--- src/rtl/serial_twos_packer_if.sv ---
// Serial-in / parallel-out bus of the two's-complement packer.
// The packer connects through master; the bit source and word consumer use slave.
interface serial_twos_packer_if #(
  parameter int WIDTH = 8
);
  logic             bit_in;
  logic             bit_valid;
  logic             frame_start;
  logic [WIDTH-1:0] word_out;
  logic             word_valid;
  logic             word_ready;
  logic             carry_out;
  logic             overrun;

  modport master (
    input  bit_in, bit_valid, frame_start, word_ready,
    output word_out, word_valid, carry_out, overrun
  );

  modport slave (
    output bit_in, bit_valid, frame_start, word_ready,
    input  word_out, word_valid, carry_out, overrun
  );
endinterface

--- src/rtl/serial_twos_packer.sv ---
// Adds 1 bit-serially to an LSB-first one's-complement stream and packs the
// resulting two's-complement word into a one-entry valid/ready buffer.
module serial_twos_packer #(
  parameter int WIDTH = 8
) (
  input  logic                  clk,
  input  logic                  rst,
  serial_twos_packer_if.master  bus
);

  localparam int CNT_W = (WIDTH > 2) ? $clog2(WIDTH) : 1;
  localparam logic [CNT_W-1:0] CNT_ONE  = CNT_W'(1);
  localparam logic [CNT_W-1:0] CNT_LAST = CNT_W'(WIDTH - 1);

  typedef enum logic [0:0] {
    IDLE  = 1'b0,
    SHIFT = 1'b1
  } state_t;

  state_t           state_r, state_s;
  logic [CNT_W-1:0] cnt_r, cnt_s;
  logic             carry_r, carry_s;
  logic [WIDTH-1:0] shreg_r, shreg_s;
  logic [WIDTH-1:0] word_r, word_s;
  logic             carry_out_r, carry_out_s;
  logic             word_valid_r, word_valid_s;
  logic             overrun_r, overrun_s;

  logic             start_s;
  logic             sum_s;
  logic             carry_nxt_s;
  logic             complete_s;
  logic [WIDTH-1:0] word_nxt_s;

  assign start_s = bus.bit_valid & bus.frame_start;

  // Frame FSM: bit absorption, serial +1 and completion detection.
  always_comb begin
    state_s     = state_r;
    cnt_s       = cnt_r;
    carry_s     = carry_r;
    shreg_s     = shreg_r;
    sum_s       = 1'b0;
    carry_nxt_s = 1'b0;
    complete_s  = 1'b0;
    word_nxt_s  = '0;
    if (start_s) begin
      // A start always wins: it opens a new frame and drops any partial one.
      sum_s   = ~bus.bit_in;
      shreg_s = {sum_s, shreg_r[WIDTH-1:1]};
      carry_s = bus.bit_in;
      cnt_s   = CNT_ONE;
      state_s = SHIFT;
    end else begin
      case (state_r)
        IDLE: begin
          state_s = IDLE;
        end
        SHIFT: begin
          if (bus.bit_valid) begin
            sum_s       = bus.bit_in ^ carry_r;
            carry_nxt_s = bus.bit_in & carry_r;
            shreg_s     = {sum_s, shreg_r[WIDTH-1:1]};
            if (cnt_r == CNT_LAST) begin
              complete_s = 1'b1;
              word_nxt_s = {sum_s, shreg_r[WIDTH-1:1]};
              carry_s    = 1'b1;
              cnt_s      = '0;
              state_s    = IDLE;
            end else begin
              carry_s = carry_nxt_s;
              cnt_s   = cnt_r + CNT_ONE;
              state_s = SHIFT;
            end
          end else begin
            state_s = SHIFT;
          end
        end
        default: begin
          state_s = IDLE;
          cnt_s   = '0;
          carry_s = 1'b1;
        end
      endcase
    end
  end

  // Output buffer: load, drop-with-overrun, or drain on handshake.
  always_comb begin
    word_s       = word_r;
    carry_out_s  = carry_out_r;
    word_valid_s = word_valid_r;
    overrun_s    = 1'b0;
    if (complete_s && (!word_valid_r || bus.word_ready)) begin
      word_s       = word_nxt_s;
      carry_out_s  = carry_nxt_s;
      word_valid_s = 1'b1;
    end else if (complete_s) begin
      overrun_s = 1'b1;
    end else if (word_valid_r && bus.word_ready) begin
      word_valid_s = 1'b0;
    end else begin
      word_valid_s = word_valid_r;
    end
  end

  // State and output registers.
  always_ff @(posedge clk or negedge rst) begin
    if (!rst) begin
      state_r      <= IDLE;
      cnt_r        <= '0;
      carry_r      <= 1'b1;
      shreg_r      <= '0;
      word_r       <= '0;
      carry_out_r  <= 1'b0;
      word_valid_r <= 1'b0;
      overrun_r    <= 1'b0;
    end else begin
      state_r      <= state_s;
      cnt_r        <= cnt_s;
      carry_r      <= carry_s;
      shreg_r      <= shreg_s;
      word_r       <= word_s;
      carry_out_r  <= carry_out_s;
      word_valid_r <= word_valid_s;
      overrun_r    <= overrun_s;
    end
  end

  assign bus.word_out   = word_r;
  assign bus.carry_out  = carry_out_r;
  assign bus.word_valid = word_valid_r;
  assign bus.overrun    = overrun_r;

endmodule

--- src/flat_wrapper.sv ---
// flat-port wrapper written by rule: the top's interface ports become plain ports
module serial_twos_packer_flat 
#(
  parameter int WIDTH = 8
)
  (clk, rst, bus_bit_in, bus_bit_valid, bus_frame_start, bus_word_ready, bus_word_out, bus_word_valid, bus_carry_out, bus_overrun);
  serial_twos_packer_if #(.WIDTH(WIDTH)) bus_i ();
  input  logic clk;
  input  logic rst;
  input wire logic [$bits(bus_i.bit_in)-1:0] bus_bit_in;
  input wire logic [$bits(bus_i.bit_valid)-1:0] bus_bit_valid;
  input wire logic [$bits(bus_i.frame_start)-1:0] bus_frame_start;
  input wire logic [$bits(bus_i.word_ready)-1:0] bus_word_ready;
  output wire logic [$bits(bus_i.word_out)-1:0] bus_word_out;
  output wire logic [$bits(bus_i.word_valid)-1:0] bus_word_valid;
  output wire logic [$bits(bus_i.carry_out)-1:0] bus_carry_out;
  output wire logic [$bits(bus_i.overrun)-1:0] bus_overrun;
  assign bus_i.bit_in = bus_bit_in;
  assign bus_i.bit_valid = bus_bit_valid;
  assign bus_i.frame_start = bus_frame_start;
  assign bus_i.word_ready = bus_word_ready;
  assign bus_word_out = bus_i.word_out;
  assign bus_word_valid = bus_i.word_valid;
  assign bus_carry_out = bus_i.carry_out;
  assign bus_overrun = bus_i.overrun;
  serial_twos_packer #(.WIDTH(WIDTH)) u_core (.clk(clk), .rst(rst), .bus(bus_i));
endmodule
--- config.mk ---
export PLATFORM = sky130hd
export DESIGN_NAME = serial_twos_packer_flat
export DESIGN_NICKNAME = d
export VERILOG_FILES = /design/src/rtl/serial_twos_packer_if.sv /design/src/rtl/serial_twos_packer.sv /design/src/flat_wrapper.sv
export SDC_FILE = /design/constraint.sdc
export NUM_CORES = 1
export LEC_CHECK = 0
export CAP_MARGIN = 30
export CELL_PAD_IN_SITES_DETAIL_PLACEMENT = 0
export CELL_PAD_IN_SITES_GLOBAL_PLACEMENT = 1
export CORE_MARGIN = 3
export CORE_UTILIZATION = 44
export DETAILED_ROUTE_END_ITERATION = 8
export GPL_TIMING_DRIVEN = 1
export MAX_ROUTING_LAYER = met4
export PLACE_DENSITY = 0.83
export SLEW_MARGIN = 10
export SYNTH_ARGS = -nofsm -noshare
export SYNTH_HDL_FRONTEND = slang
export SYNTH_SLANG_ARGS = --single-unit
--- constraint.sdc ---
create_clock -name clk -period 3.5 [get_ports clk]
set_input_delay 0.35 -clock clk [delete_from_list [all_inputs] [get_ports clk]]
set_output_delay 0.35 -clock clk [all_outputs]
set_load 0.05 [all_outputs]
==> impl_metrics.csv, run 1 <==
group,metric,value,unit
route,route.detailed.wl_per_inst,12.92,um
clock_tree,htree_levels,1,
grt,grt_first_pass_wirelength,3298,um
critical_path,endpoint_kind,"flip-flop",
timing,timing.setup.tns,0,ns
die,core,2276,um2
clock_tree,clk_pin_slew_worst_paths,0.12,ns
route,vias,719,
critical_path,crit_start,"bus_bit_valid",
synth,yosys_warnings,0,
grt,grt_max_degree,17,
clock_tree,post_cts_buffers,0,
min_path,hold_class,"input pin to asynchronous set/reset pin",
critical_path,worstPathRequired,3.69,ns
die,die_w,55.54,um
clock_tree,cts.sinks,23,
finish,area_delta_synth_final,19.00,%
finish,antenna_cells,0,
power_and_ir_drop,p_leak,0.5802,nW
timing,rsz0062_at_grt,"false",
finish,drive_gt1_share,13.51,%
grt,antenna_found_initial,0,
synth,ys_ff_latch,23,
clock_tree,ctsRootBufferMaster,"clkbuf_4",
critical_path,worstPathArrival,2.26,ns
route,drtIter0Drc,3,
die,start_util,47.44,%
timing,max_freq,485.2,MHz
timing,setup_viol,0,
clock_tree,cts_tree,"yes",
synth,avgSynthCellArea,11.37,um2
grt,grt-ovfl-total,0,
clock_tree,cts_buffer_depth,2,
synth,syn_area,1080,um2
synth,synth_fp_nets,105,
timing,fin_worst_skew,0.005018,ns
run_status,status,"finished clean",
synth,syn_inst,95,
synth,seq_area_frac_synth,53.42,%
die,die_h,55.54,um
die,die-area,3085,um2
timing,maxSlewViolCount,0,
route,vias_per_cell,5.173,
timing,final_hold_viol_count,0,
route,dr.pass1.iters,4,
place,port_buffers,16,
place,hpwl,1362,um
route,drt-total-wl,1796,um
critical_path,reg2reg_from,"u_core.cnt_r[0]$_DFFE_PN0P_",
route,route.detailed.drc,0,
timing,tightest_slew,0.5719,ns
grt,first_global_vias,753,
grt,grt_usage,13.54,%
die,fp-row-count,17,
die,io-pin-count,17,
synth,synthDistinctLibCells,27,
critical_path,critPathLaunchType,"input pin",
finish,nets,122,
route,detail-route-antenna-nets,0,
power_and_ir_drop,ir_worst_vdd,0.3893,mV
timing,slew_headroom,61.70,%
place,gp_congestion,0.7894,
timing,fin_crit_sh,58.88,%
critical_path,crit_type,"input pin to flip-flop",
timing,final.min_clock_period,2.061,ns
power_and_ir_drop,p_per_area,707.6,nW/um2
power_and_ir_drop,p_total,0.9092,mW
run,max_cap_violations,0,
critical_path,crit_path_max_fanout,16,
clock_tree,cts_buffers,3,
clock_tree,hold_buffers,0,
clock_tree,clk_latency,0.30,ns
clock_tree,postCtsResizedCells,0,
cells in the mapped netlist:
master      n  share of area (%)
o22ai_1     1               0.58
buf_6       1                1.0
o32ai_1     1               0.81
dfrtp_1    22                 51
a21oi_1     1               0.46
inv_1      11                3.8
mux2_2      6                6.3
nor3b_1     1               0.70
o21ai_2     1               0.81
and4b_1     1               0.93
nand2b_1    1               0.58
mux2i_1     8                7.4
a22o_1      1               0.81
ha_1        4                4.6
nor2_1      1               0.35
o2bb2ai_1   2                1.6
o21ai_0     4                1.9
and4_1      1               0.81
nand4_1     2                1.2
nor2b_2     1               0.81
buf_2       4                1.9
nand2_1    14                4.9
nand3_1     2               0.93
nand4b_2    1                1.4
mux2_4      1                1.4
nand3b_1    1               0.70
dfstp_2     1                2.4
layout make-up:
class	instances	area, um2
multi-input cells	56	430.4
well taps	28	35.03
repair buffers	17	175.2
clock buffers	4	26.28
fillers	215	991.0
inverters	11	41.29
flip-flops and latches	23	576.8
sequential cells by signal, indices dropped and copies added (netlist names):
register / cells
u_core.bus.word_valid: 1
u_core.bus.overrun: 1
u_core.shreg_r: 7
u_core.bus.carry_out: 1
u_core.state_r: 1
u_core.bus.word_out: 8
u_core.carry_r: 1
u_core.cnt_r: 3
through the flow:
stage	std cells	setup slack, ns	util, %	cell area, um2	hold slack, ns
detailed placement	135	1.085	55.31	1259	0.4948
global placement	134	1.150	54.65	1244	0.4908
finish	139	1.439	56.46	1285	0.3834
floorplan	95	1.945	-	1080	0.05441
CTS	139	1.414	56.46	1285	0.3983
global route	139	1.265	56.46	1285	0.4039
worst paths after layout:
kind / endpoint / slack [ns] / depth (start not counted)
worst min-delay path: u_core.bus.word_out[4]$_DFFE_PN0P_ / 0.38 / 1
worst min register to register: u_core.shreg_r[1]$_DFFE_PN0P_ / 0.52 / 1
max in group asynchronous: u_core.bus.carry_out$_DFFE_PN0P_ / 2.64 / 2
worst max register to register: u_core.bus.carry_out$_DFFE_PN0P_ / 1.57 / 5
worst max-delay path: u_core.bus.carry_out$_DFFE_PN0P_ / 1.44 / 4
min in group clk: u_core.shreg_r[1]$_DFFE_PN0P_ / 0.52 / 1
layer usage:
layer / GRT usage [%] / part of all wire, % / up-vias
li1: - / - / 353
met1: 16.82 / 48 / 352
met2: 22.13 / 48 / 10
met3: 2.804 / 2.8 / 4
met4: 4.167 / 1.4 / 0
met5: - / 0 / -
power breakdown:
| part | internal, mW | leakage, nW | switching (mW) |
|---|---|---|---|
| logic | 0.146 | 0.300 | 0.244 |
| registers | 0.352 | 0.266 | 0.0509 |
| clock network | 0.0444 | 0.0150 | 0.0726 |
layout by cell type, fill, tap and decap left out:
| cell type | Yosys | final |
|---|---|---|
| nand3_1 | 2 | 2 |
| nand2b_1 | 1 | 1 |
| nor2_1 | 1 | 1 |
| mux2_4 | 1 | 1 |
| o21ai_2 | 1 | 1 |
| and4_1 | 1 | 1 |
| inv_1 | 11 | 11 |
| and4b_1 | 1 | 1 |
| nand2_1 | 14 | 14 |
| nor3b_1 | 1 | 1 |
| nand3b_1 | 1 | 1 |
| o2bb2ai_1 | 2 | 2 |
| clkbuf_4 | 0 | 3 |
| o22ai_1 | 1 | 1 |
| nand4b_2 | 1 | 1 |
| buf_8 | 0 | 1 |
| clkbuf_1 | 0 | 1 |
| ha_1 | 4 | 4 |
| nor2b_2 | 1 | 1 |
| a22o_1 | 1 | 1 |
| clkdlybuf4s50_1 | 0 | 16 |
| a21oi_1 | 1 | 1 |
| o21ai_0 | 4 | 4 |
| mux2i_1 | 8 | 8 |
| mux2_2 | 6 | 6 |
| dfrtp_1 | 22 | 22 |
| o32ai_1 | 1 | 1 |
| dfstp_2 | 1 | 1 |
| nand4_1 | 2 | 2 |
worst max-delay path, stage by stage:
cell and delay (ns):
clkdlybuf4s50_1 0.82, nand4b_2 0.23, nor2b_2 0.52, mux2_4 0.34
cells by family after synthesis:
family	synth area share (%)
compound gates	6.953
fa+ha+maj	4.635
mux	15.06
flops	53.42
simple gates	13.21
buf+inv	6.721
No activity file was read; power rests on OpenSTA's default activity.
==> inputs of run 2 (changes only) <==
--- a/config.mk
+++ b/config.mk
@@ -8,12 +8,13 @@
 export CAP_MARGIN = 30
 export CELL_PAD_IN_SITES_DETAIL_PLACEMENT = 0
 export CELL_PAD_IN_SITES_GLOBAL_PLACEMENT = 1
+export CORE_ASPECT_RATIO = 2
 export CORE_MARGIN = 3
-export CORE_UTILIZATION = 44
+export CORE_UTILIZATION = 41
 export DETAILED_ROUTE_END_ITERATION = 8
 export GPL_TIMING_DRIVEN = 1
 export MAX_ROUTING_LAYER = met4
-export PLACE_DENSITY = 0.83
+export PLACE_DENSITY = 0.78
 export SLEW_MARGIN = 10
 export SYNTH_ARGS = -nofsm -noshare
 export SYNTH_HDL_FRONTEND = slang
==> constraint.sdc (replaced) <==
create_clock -name clk -period 2.2 [get_ports clk]
set_input_delay 0.22 -clock clk [delete_from_list [all_inputs] [get_ports clk]]
set_output_delay 0.22 -clock clk [all_outputs]
set_load 0.05 [all_outputs]
==> run 2 against run 1 <==
  * Count of clock-buffer cells in the layout did not move
  * Power rose by 67%
  * Worst hold slack got worse by 0.082 ns
  * Sequential share of layout area fell by 0.86 points
  * Clock skew fell by 0.0025 ns
  * Die area rose by 7.7%
  * Global-route usage rose by 0.11 points
  * Register-to-register slack got worse by 1.0 ns
  * Clock power rose by 120%
  * Critical path type is now flip-flop to flip-flop
  * Highest routed layer unchanged
==> impl_metrics.csv, run 2 (synthesized netlist as in run 1, its figures left out) <==
group,metric,value,unit
clock_tree,cts_buffers,3,
critical_path,endpoint_kind,"flip-flop",
route,vias_per_cell,5.086,
finish,nets,124,
power_and_ir_drop,p_leak,0.5956,nW
clock_tree,ctsRootBufferMaster,"clkbuf_8",
clock_tree,cts_tree,"yes",
grt,first_global_vias,755,
timing,setup_viol,0,
grt,grt-ovfl-total,0,
route,vias,712,
clock_tree,hold_buffers,0,
die,io-pin-count,17,
route,route.detailed.drc,0,
finish,fill_cells,238,
route,dr.pass1.iters,2,
place,hpwl,1482,um
finish,layout_commonest_cell,"dfrtp_1",
route,detail-route-antenna-nets,0,
timing,fin_worst_skew,0.002548,ns
timing,slew_headroom,65.86,%
timing,tightest_slew,0.5105,ns
clock_tree,postCtsResizedCells,0,
grt,grt_first_pass_wirelength,3339,um
critical_path,worstPathArrival,1.85,ns
critical_path,critPathLaunchType,"flip-flop",
timing,timing.setup.tns,0,ns
critical_path,worstPathRequired,2.39,ns
die,die_h,78.58,um
run,max_cap_violations,0,
die,fp-row-count,25,
critical_path,crit_path_max_fanout,8,
finish,drive_gt1_share,15.04,%
grt,grt_max_degree,24,
finish,seqCellArea,576.8,um2
timing,rsz0062_at_grt,"false",
place,port_buffers,16,
die,die-area,3323,um2
clock_tree,clk_pin_slew_worst_paths,0.08,ns
power_and_ir_drop,p_per_area,1157,nW/um2
place,gp_congestion,0.7699,
die,die_w,42.29,um
timing,hold_ws,0.3015,ns
grt,grt_usage,13.64,%
finish,multi_input_area,430.4,um2
route,drt-total-wl,1860,um
critical_path,crit_type,"flip-flop to flip-flop",
clock_tree,clk_latency,0.26,ns
clock_tree,cts.sinks,23,
die,core,2440,um2
finish,final_cell_mix,"22 x dfrtp_1, 16 x clkdlybuf4s50_1, 14 x nand2_1",
route,route.detailed.wl_per_inst,13.29,um
timing,fin_crit_sh,75.62,%
finish,largest_reg_flops,8,
route,drtIter0Drc,10,
clock_tree,cts_buffer_depth,2,
finish,antenna_cells,0,
clock_tree,post_cts_buffers,0,
grt,antenna_found_initial,0,
min_path,hold_class,"input pin to asynchronous set/reset pin",
timing,final_hold_viol_count,0,
power_and_ir_drop,ir_worst_vdd,0.4867,mV
clock_tree,htree_levels,1,
timing,final.min_clock_period,1.664,ns
finish,area_delta_synth_final,21.32,%
die,start_util,44.26,%
run_status,status,"finished clean",
timing,max_freq,601.1,MHz
timing,maxSlewViolCount,0,
## run 2: changes by cell type in the layout (fill, tap and decap cells not counted)
cell      before  now
buf_4          0    3
buf_8          1    0
clkbuf_4       3    0
clkbuf_8       0    3
## run 2: routing by layer
layer,GRT usage [%],wire length (um),vias to the layer above
li1,-,-,359
met1,14.60,750,335
met2,23.24,1003,13
met3,2.294,57,5
met4,7.477,48,0
met5,-,0,-
## run 2: area by class of cell
cell class	instances	area share (%)
multi-input combinational	56	32.86
sequential	23	44.03
clock buffer	4	3.438
tap	27	2.579
inverter	11	3.152
timing repair buffer	19	13.94
## run 2: metrics by stage
stage | power (mW) | instance area (um2) | util, % | cells | worst slack, ns
finish | 1.516 | 1310 | 53.69 | 140 | 0.5365
global route | 1.606 | 1310 | 53.69 | 140 | 0.3814
detailed placement | 1.278 | 1265 | 51.85 | 136 | 0.5071
CTS | 1.538 | 1310 | 53.69 | 140 | 0.4921
floorplan | 1.064 | 1080 | - | 95 | 0.6453
global placement | 1.263 | 1265 | 51.85 | 136 | 0.5494
## run 2: critical path, cell delays in order (launching register included)
cell	delay (ns)
dfrtp_1	0.38
ha_1	0.19
ha_1	0.27
nand4b_2	0.16
nor2b_2	0.18
buf_4	0.21
mux2i_1	0.20
## run 2: worst paths after layout
kind | startpoint | endpoint | slack (ns) | cells after the start
max | u_core.cnt_r[0]$_DFFE_PN0P_ | u_core.bus.word_out[5]$_DFFE_PN0P_ | 0.54 | 6
min | rst | u_core.bus.word_out[7]$_DFFE_PN0P_ | 0.30 | 2
max reg2reg | u_core.cnt_r[0]$_DFFE_PN0P_ | u_core.bus.word_out[5]$_DFFE_PN0P_ | 0.54 | 6
min reg2reg | u_core.shreg_r[1]$_DFFE_PN0P_ | u_core.shreg_r[1]$_DFFE_PN0P_ | 0.51 | 1
max in group asynchronous | rst | u_core.carry_r$_DFFE_PN1P_ | 1.62 | 2
min in group clk | u_core.shreg_r[1]$_DFFE_PN0P_ | u_core.shreg_r[1]$_DFFE_PN0P_ | 0.51 | 1
## run 2: report_power, final
group          total, mW  internal (mW)  switching [mW]  leakage, nW
Sequential         0.643          0.560          0.0827        0.266
Combinational      0.616          0.232           0.384        0.307
Clock              0.257          0.129           0.127       0.0228
==> inputs of run 3 (changes only) <==
==> constraint.sdc (replaced) <==
create_clock -name clk -period 1.6 [get_ports clk]
set_input_delay 0.16 -clock clk [delete_from_list [all_inputs] [get_ports clk]]
set_output_delay 0.16 -clock clk [all_outputs]
set_load 0.05 [all_outputs]
==> run 3 against run 2 <==
  * Fmax rose by 12%
  * Count of clock-buffer cells in the layout did not move
  * First-iteration DRC count fell by 30%
  * Clock power rose by 40%
  * Power rose by 38%
  * Clock skew rose by 0.00057 ns
  * Sequential share of layout area fell by 1.1 points
  * Cell count rose by 3.6%
  * Final area rose by 2.6%
  * Sequential power rose by 38%
  * Worst hold slack got worse by 0.064 ns
  * Critical path type unchanged
  * Critical path depth did not move
==> impl_metrics.csv, run 3 (synthesized netlist as in run 1, its figures left out) <==
group,metric,value,unit
run_status,status,"finished clean",
critical_path,worstPathArrival,1.68,ns
grt,first_global_vias,812,
critical_path,critPathLaunchType,"flip-flop",
clock_tree,cts_buffers,3,
power_and_ir_drop,p_total,2.088,mW
timing,slew_headroom,73.97,%
timing,setup_viol,0,
critical_path,worstPathRequired,1.79,ns
finish,largest_reg_flops,8,
clock_tree,cts_buffer_depth,2,
power_and_ir_drop,ir_worst_vdd,0.6269,mV
timing,tightest_slew,0.3905,ns
grt,grt_usage,13.34,%
place,port_buffers,16,
die,die_h,78.58,um
power_and_ir_drop,p_per_area,1554,nW/um2
clock_tree,ctsRootBufferMaster,"clkbuf_8",
critical_path,reg2reg_depth,6,
finish,nets,129,
route,route.detailed.wl_per_inst,14.02,um
route,route.detailed.drc,0,
critical_path,ff2ff_setup_slack,0.11,ns
grt,grt_max_degree,24,
clock_tree,htree_levels,1,
route,drtIter0Drc,7,
critical_path,crit_path_max_fanout,8,
clock_tree,clk_latency,0.27,ns
die,die-area,3323,um2
finish,antenna_cells,0,
route,drt-total-wl,2033,um
die,start_util,44.26,%
run,max_cap_violations,0,
place,gp_congestion,0.7295,
timing,rsz0062_at_grt,"false",
route,vias,761,
timing,final_hold_viol_count,0,
place,hpwl,1565,um
clock_tree,cts.sinks,23,
die,core,2440,um2
power_and_ir_drop,p_leak,0.6376,nW
clock_tree,cts_tree,"yes",
finish,layout_commonest_cell,"dfrtp_1",
grt,grt-ovfl-total,0,
grt,grt_first_pass_wirelength,3318,um
clock_tree,clk_pin_slew_worst_paths,0.08,ns
timing,maxSlewViolCount,0,
min_path,hold_class,"input pin to asynchronous set/reset pin",
critical_path,endpoint_kind,"flip-flop",
route,vias_per_cell,5.248,
finish,drive_gt1_share,28.81,%
clock_tree,hold_buffers,0,
critical_path,reg2reg_from,"u_core.cnt_r[0]$_DFFE_PN0P_",
timing,max_freq,672.4,MHz
critical_path,timing.rr.end,"u_core.bus.word_out[2]$_DFFE_PN0P_",
grt,antenna_found_initial,0,
critical_path,crit_type,"flip-flop to flip-flop",
die,io-pin-count,17,
route,dr.pass1.iters,2,
route,detail-route-antenna-nets,0,
die,die_w,42.29,um
finish,final_cell_mix,"22 x dfrtp_1, 18 x buf_4, 14 x nand2_1",
finish,area_delta_synth_final,24.45,%
die,fp-row-count,25,
timing,hold_ws,0.2370,ns
timing,fin_crit_sh,92.95,%
timing,final.min_clock_period,1.487,ns
timing,fin_worst_skew,0.003120,ns
-- run 3: worst max path at each step --
stage                                     start                            endpoint  slack, ns
floorplan           u_core.cnt_r[0]$_DFFE_PN0P_    u_core.bus.carry_out$_DFFE_PN0P_       0.05
global placement                bus_frame_start       u_core.shreg_r[4]$_DFFE_PN0P_       0.03
global route        u_core.cnt_r[0]$_DFFE_PN0P_  u_core.bus.word_out[6]$_DFFE_PN0P_      0.007
CTS                 u_core.cnt_r[0]$_DFFE_PN0P_  u_core.bus.word_out[2]$_DFFE_PN0P_      0.001
detailed placement  u_core.cnt_r[0]$_DFFE_PN0P_  u_core.bus.word_out[2]$_DFFE_PN0P_      -0.01
finish              u_core.cnt_r[0]$_DFFE_PN0P_  u_core.bus.word_out[2]$_DFFE_PN0P_       0.11
-- run 3: cell type report --
cell class,instances,area (um2)
tap,27,33.78
sequential,23,576.8
timing repair buffer,24,200.2
inverter,11,41.29
multi-input combinational,56,446.7
fill,217,1096
clock buffer,4,45.04
-- run 3: timing repair --
action,4_1_cts,5_1_grt
gates cloned,0,0
buffers inserted,0,1
hold endpoints to repair,0,0
endpoints found under the setup margin,8,9
resized for setup,2,3
-- run 3: routing by layer --
metal | vias to the layer above | part of all wire, % | GRT usage (%)
met4 | 0 | 4.4 | 8.723
li1 | 367 | - | -
met3 | 8 | 3.4 | 1.835
met1 | 370 | 36 | 12.06
met2 | 16 | 56 | 24.62
met5 | - | 0 | -
-- run 3: worst max-delay path: stages (launching register included) --
cell and delay [ns]:
dfrtp_1 0.36, ha_1 0.17, ha_2 0.23, nand4b_4 0.13, nor2b_4 0.17, buf_8 0.15
mux2i_1 0.19
-- run 3: where the power goes --
part / internal, mW / total [mW] / leakage (nW) / switching, mW
Clock: 0.178 / 0.361 / 0.0228 / 0.183
Combinational: 0.298 / 0.840 / 0.349 / 0.542
Sequential: 0.771 / 0.888 / 0.266 / 0.117
-- run 3: stage by stage --
stage | util (%) | cell area [um2] | setup slack, ns | cells | TNS (ns)
2_1_floorplan | - | 1080 | 0.04532 | 95 | 0
3_3_place_gp | 51.95 | 1267 | 0.02775 | 140 | 0
3_5_place_dp | 51.95 | 1267 | -0.009562 | 140 | -0.01295
4_1_cts | 54.05 | 1319 | 0.001458 | 144 | 0
5_1_grt | 55.08 | 1344 | 0.006693 | 145 | 0
6_report | 55.08 | 1344 | 0.1128 | 145 | 0
